$ cat config.mk
export PLATFORM = sky130hd
export DESIGN_NAME = crc_serial_engine
export DESIGN_NICKNAME = d
export VERILOG_FILES = /design/src/rtl/crc_pkg.sv /design/src/rtl/crc_lfsr_step.sv /design/src/rtl/crc_serial_engine.sv
export SDC_FILE = /design/constraint.sdc
export NUM_CORES = 1
export LEC_CHECK = 0
export CAP_MARGIN = 10
export CORE_ASPECT_RATIO = 0.9
export CORE_MARGIN = 3
export CORE_UTILIZATION = 35
export DETAILED_ROUTE_END_ITERATION = 6
export HOLD_SLACK_MARGIN = 0.12
export PLACE_DENSITY = 0.61
export SYNTH_ARGS = -nofsm -noshare
export SYNTH_HDL_FRONTEND = slang
export SYNTH_SLANG_ARGS = --single-unit
$ cat constraint.sdc
create_clock -name clk -period 2.2 [get_ports clk]
set_input_delay 0.44 -clock clk [delete_from_list [all_inputs] [get_ports clk]]
set_output_delay 0.44 -clock clk [all_outputs]
set_load 0.02 [all_outputs]
$ cat src/rtl/crc_pkg.sv
// Shared types and defaults for the bit-serial CRC engine.
package crc_pkg;

    // IDLE: waiting for a frame, SHIFT: absorbing frame bits, OUT: emitting the CRC.
    typedef enum logic [1:0] {
        IDLE  = 2'd0,
        SHIFT = 2'd1,
        OUT   = 2'd2
    } crc_state_t;

    localparam logic [7:0] CRC_DEFAULT_POLY = 8'h44;
    localparam logic [7:0] CRC_DEFAULT_SEED = 8'hD8;

endpackage

$ cat src/rtl/crc_lfsr_step.sv
// One absorb step of the right-shifting CRC LFSR (purely combinational).
// The feedback bit enters at the MSB and is XORed into every tap position
// selected by POLY below the MSB; POLY[WIDTH-1] has no effect.
module crc_lfsr_step #(
    parameter int unsigned      WIDTH = 8,
    parameter logic [WIDTH-1:0] POLY  = '0
) (
    input  logic [WIDTH-1:0] i_lfsr,
    input  logic             i_data,
    output logic [WIDTH-1:0] o_lfsr_nxt
);

    logic w_fb;

    assign w_fb = i_lfsr[0] ^ i_data;

    // Shift right by one, inject feedback at the top and at the tap positions.
    always_comb begin
        o_lfsr_nxt[WIDTH-1] = w_fb;
        for (int i = 0; i < int'(WIDTH) - 1; i++) begin
            o_lfsr_nxt[i] = i_lfsr[i+1] ^ (POLY[i] & w_fb);
        end
    end

endmodule

$ cat src/rtl/crc_serial_engine.sv
// Bit-serial CRC generator: absorbs one DATA bit per clock while Active is
// high, then shifts the WIDTH-bit CRC out LSB-first with Valid asserted.
// The LFSR reloads SEED at the end of every frame.
// Optional macro CRC_CHECK_EN adds chk_mode/crc_err: in check mode the frame
// body carries data plus the received CRC and the end of frame produces a
// single Valid pulse with crc_err = (residue != 0) instead of the CRC stream.
// Handshake: a DATA bit is consumed on a rising edge only when Active=1 and
// in_ready=1; in_ready is low while the CRC is being emitted (state OUT).
module crc_serial_engine
    import crc_pkg::*;
#(
    parameter int unsigned      WIDTH = 8,
    parameter logic [WIDTH-1:0] POLY  = WIDTH'(CRC_DEFAULT_POLY),
    parameter logic [WIDTH-1:0] SEED  = WIDTH'(CRC_DEFAULT_SEED)
) (
    input  logic clk,
    input  logic RST,
    input  logic DATA,
    input  logic Active,
`ifdef CRC_CHECK_EN
    input  logic chk_mode,
    output logic crc_err,
`endif
    output logic in_ready,
    output logic CRC,
    output logic Valid,
    output logic frame_done
);

    localparam int unsigned CW = $clog2(WIDTH + 1);
    localparam logic [CW-1:0] CNT_LAST = CW'(WIDTH - 1);

    crc_state_t       r_state;
    crc_state_t       w_state_nxt;
    logic [WIDTH-1:0] r_lfsr;
    logic [WIDTH-1:0] w_lfsr_nxt;
    logic [WIDTH-1:0] w_lfsr_step;
    logic [WIDTH-1:0] w_lfsr_shr;
    logic [CW-1:0]    r_cnt;
    logic [CW-1:0]    w_cnt_nxt;
    logic             r_crc;
    logic             w_crc_nxt;
    logic             r_valid;
    logic             w_valid_nxt;
    logic             r_done;
    logic             w_done_nxt;
    logic             w_chk;
`ifdef CRC_CHECK_EN
    logic             r_err;
    logic             w_err_nxt;

    assign w_chk = chk_mode;
`else
    assign w_chk = 1'b0;
`endif

    crc_lfsr_step #(
        .WIDTH (WIDTH),
        .POLY  (POLY)
    ) u_step (
        .i_lfsr     (r_lfsr),
        .i_data     (DATA),
        .o_lfsr_nxt (w_lfsr_step)
    );

    // Emitting the CRC drains the LFSR towards zero from the top.
    assign w_lfsr_shr = {1'b0, r_lfsr[WIDTH-1:1]};

    // Next-state, next-LFSR and next-output decode for the frame FSM.
    always_comb begin
        w_state_nxt = r_state;
        w_lfsr_nxt  = r_lfsr;
        w_cnt_nxt   = r_cnt;
        w_crc_nxt   = 1'b0;
        w_valid_nxt = 1'b0;
        w_done_nxt  = 1'b0;
`ifdef CRC_CHECK_EN
        w_err_nxt   = r_err;
`endif
        case (r_state)
            IDLE: begin
                if (Active) begin
                    w_lfsr_nxt  = w_lfsr_step;
                    w_state_nxt = SHIFT;
                end
            end
            SHIFT: begin
                if (Active) begin
                    w_lfsr_nxt = w_lfsr_step;
                end else if (w_chk) begin
                    // Check mode: one qualifier pulse, result in crc_err.
                    w_valid_nxt = 1'b1;
                    w_done_nxt  = 1'b1;
                    w_lfsr_nxt  = SEED;
                    w_cnt_nxt   = '0;
                    w_state_nxt = IDLE;
`ifdef CRC_CHECK_EN
                    w_err_nxt   = |r_lfsr;
`endif
                end else begin
                    // The edge that sees Active fall already emits bit 0.
                    w_crc_nxt   = r_lfsr[0];
                    w_valid_nxt = 1'b1;
                    w_lfsr_nxt  = w_lfsr_shr;
                    w_cnt_nxt   = CW'(1);
                    w_state_nxt = OUT;
                end
            end
            OUT: begin
                w_crc_nxt   = r_lfsr[0];
                w_valid_nxt = 1'b1;
                if (r_cnt == CNT_LAST) begin
                    w_done_nxt  = 1'b1;
                    w_lfsr_nxt  = SEED;
                    w_cnt_nxt   = '0;
                    w_state_nxt = IDLE;
                end else begin
                    w_lfsr_nxt = w_lfsr_shr;
                    w_cnt_nxt  = r_cnt + CW'(1);
                end
            end
            default: begin
                w_state_nxt = IDLE;
                w_lfsr_nxt  = SEED;
                w_cnt_nxt   = '0;
            end
        endcase
    end

    // State, LFSR, counter and output registers; reset discards any partial CRC.
    always_ff @(posedge clk or negedge RST) begin
        if (!RST) begin
            r_state <= IDLE;
            r_lfsr  <= SEED;
            r_cnt   <= '0;
            r_crc   <= 1'b0;
            r_valid <= 1'b0;
            r_done  <= 1'b0;
`ifdef CRC_CHECK_EN
            r_err   <= 1'b0;
`endif
        end else begin
            r_state <= w_state_nxt;
            r_lfsr  <= w_lfsr_nxt;
            r_cnt   <= w_cnt_nxt;
            r_crc   <= w_crc_nxt;
            r_valid <= w_valid_nxt;
            r_done  <= w_done_nxt;
`ifdef CRC_CHECK_EN
            r_err   <= w_err_nxt;
`endif
        end
    end

    assign in_ready   = (r_state != OUT);
    assign CRC        = r_crc;
    assign Valid      = r_valid;
    assign frame_done = r_done;
`ifdef CRC_CHECK_EN
    assign crc_err    = r_err;
`endif

endmodule

==> impl_metrics.csv <==
group,metric,value,unit
outcome,status,"completed",
job,drv_cap,0,
cts,clock_path_buffers,2,
worst_setup_path,criticalPathCategory,"register to output pin",
die,core,2320,um2
die,die_area,3280,um2
routing,drc,0,
finish,synthToLayoutAreaGrowth,13.2,%
worst_setup_path,critPathArrivalTime,1.30,ns
power,powerDensity,1370,nW/um2
die,num_io_pins,8,
hold_path,hp-class,"primary input to async pin",
worst_setup_path,crit_path_start_kind,"register",
finish,fin_nets,116,
cts,cts_tree,"done",
power,leakagePower,0.453,nW
cts,cts_buffers,3,
placement,dp_hpwl,1.29,mm
timing,fin_setup_tns,0,ns
synth,ys_seq_elements,17,
finish,nFillCells,218,
timing,setup_violations,0,
finish,design_area,1040,um2
global_routing,grt_start_max_net_pins,11,
die,die_w,60.0,um
timing,report.final.slew_viol_count,0,
die,die_y,54.6,um
timing,finalCritPeriodShare,79.0,%
placement,gp_congestion,0.805,
timing,hold_viol,0,
synth,async_reset_ff_share,100,%
worst_setup_path,r2r_start,"r_state[0]",
cts,cts_sinks,17,
synth,synth_ff_type,"dfrtp_1",
timing,min_period,1.74,ns
timing,worstMarginPinSlew,0.422,ns
synth,syn-cell-area,920,um2
global_routing,grt_pass1_vias,604,
timing,fin_ws,0.462,ns
worst_setup_path,slowest_delay,0.42,ns
synth,synth_cells,97,
global_routing,grt-ovfl-total,0,
worst_setup_path,crit_path_frequent_cell,"inv_1",
routing,detail-route-antenna-nets,0,
synth,synth-edff-count,0,
synth,synth_nets,106,
global_routing,grt_pass1_wl,2.80,mm
timing,fin_skew,0.00459,ns
routing,wl,1.73,mm
placement,dp_slack,0.375,ns
routing,num_vias,729,
worst_setup_path,path_cells,"inv_1 > ha_1 > inv_1 > dlymetal6s2s_1",
cts,path_clk_slew,0.09,ns
synth,post_synth.cell_area_avg,9.48,um2
timing,fmax,575,MHz
timing,max-slew-margin-rel,71.8,%
routing,drt-pass1-iter-count,5,
finish,insertedDiodeCount,0,
placement,portBuffers,7,
worst_setup_path,startpoint,"r_state[0]",
worst_setup_path,cpMaxStageDelayCell,"dfrtp_1",
die,initial_core_util,39.6,%
die,row_count,16,
timing,whs,0.444,ns
worst_setup_path,cp_max_fo,4,
global_routing,antenna_found_initial,0,
cts,cts_root_buffer,"clkbuf_4",
synth,synth_cell_types,33,
placement,place_area,1010,um2
finish,drive_gt1_share,12.3,%
routing,viasPerCell,5.48,
synth,yosysSeqAreaShare,46.8,%
cts,worstSkewPairLatency,0.29,ns
worst_setup_path,cp-end-kind,"output pin",
global_routing,grt_usage,11.8,%
synth,ys_warn_count,0,
cts,ctsHoldBuffers,0,
timing,rsz0062_at_grt,"false",
cts,cts_htree_levels,1,
routing,wl_per_cell,13.0,um
power,irDropWorstVdd,0.000712,V
routing,drt_iter0_drc,26,
worst_setup_path,cp.required,1.76,ns
==> area by class of cell <==
| class | instances | area (um2) | area share (%) |
|---|---|---|---|
| tap | 27 | 33.8 | 3.25 |
| multi-input combinational | 70 | 440 | 42.3 |
| timing repair buffer | 9 | 87.6 | 8.41 |
| sequential | 17 | 430 | 41.3 |
| inverter | 6 | 22.5 | 2.16 |
| clock buffer | 4 | 26.3 | 2.52 |
==> critical path, delay by kind of cell (launching register included) <==
| kind | cells | cell delay, ns |
|---|---|---|
| fa+ha+maj | 1 | 0.23 |
| buf+inv | 3 | 0.37 |
| flops | 1 | 0.42 |
==> state kept, by name (all words and copies together), names as in the netlist <==
register and flops:
CRC 1, Valid 1, frame_done 1, r_cnt 4, r_lfsr 8, r_state 2
==> layer usage <==
layer  wire [um]  track usage (%)  vias up
met4           7             3.32        0
met5           0                0        -
met3         133             4.48        2
li1            -                -      363
met2         717             16.7       25
met1         868             16.5      339
==> worst paths after layout <==
path	cells after the start	slack (ns)	endpoint
worst max-delay path	4	0.46	in_ready
worst min-delay path	1	0.44	r_state[0]
worst max register to register	5	0.54	r_lfsr[5]
worst min register to register	2	0.49	r_lfsr[7]
max in group asynchronous	2	1.20	r_lfsr[3]
min in group clk	2	0.49	r_lfsr[7]
==> cell usage after synthesis (2+ instances only) <==
| library cell | n | share of area [%] |
|---|---|---|
| dfrtp_1 | 13 | 35 |
| o22ai_1 | 2 | 1.4 |
| inv_1 | 6 | 2.4 |
| buf_2 | 3 | 1.6 |
| nor2b_1 | 3 | 2.0 |
| a31oi_1 | 3 | 2.0 |
| a21oi_1 | 6 | 3.3 |
| dfstp_2 | 4 | 11 |
| ha_1 | 5 | 6.8 |
| and2_1 | 2 | 1.4 |
| nor2_1 | 5 | 2.0 |
| o21ai_0 | 11 | 6.0 |
| nor3_1 | 2 | 1.1 |
| nand2_1 | 12 | 4.9 |
| nand3_1 | 2 | 1.1 |
==> cells by family after synthesis <==
group / share of synthesized area, %
adders and majority gates: 6.80
buffers and inverters: 5.31
and+or+nand+nor: 17.7
AOI/OAI and AO/OA: 22.5
xor gates and xnor gates: 0.953
DFF: 46.8
==> per-stage QoR <==
step	utilization, %	instances	total power [mW]
3_3_place_gp	43.6	129	1.26
4_1_cts	44.7	133	1.43
2_1_floorplan	-	97	1.10
6_report	44.8	133	1.43
5_1_grt	44.8	133	1.55
3_5_place_dp	43.6	129	1.26
==> where the power goes <==
group	switching, mW	total [mW]	internal (mW)
Clock	0.0924	0.163	0.0704
Sequential	0.0719	0.519	0.447
Combinational	0.435	0.745	0.310
Total	0.599	1.43	0.827
==> cells in the final DEF, fill, tap and decap left out, types with 3 or more instances in the layout <==
cell type | Yosys | final
dfrtp_1 | 13 | 13
nand2_1 | 12 | 12
o21ai_0 | 11 | 11
inv_1 | 6 | 6
a21oi_1 | 6 | 6
clkdlybuf4s50_1 | 0 | 6
nor2_1 | 5 | 5
ha_1 | 5 | 5
dfstp_2 | 4 | 4
nor2b_1 | 3 | 3
a31oi_1 | 3 | 3
clkbuf_4 | 0 | 3
==> timing repair <==
action | 4_1_cts | 5_1_grt
buffers inserted | 0 | 0
gates resized for setup | 0 | 1
endpoints found under the setup margin | 0 | 1
(Power assumes the default switching activity.)
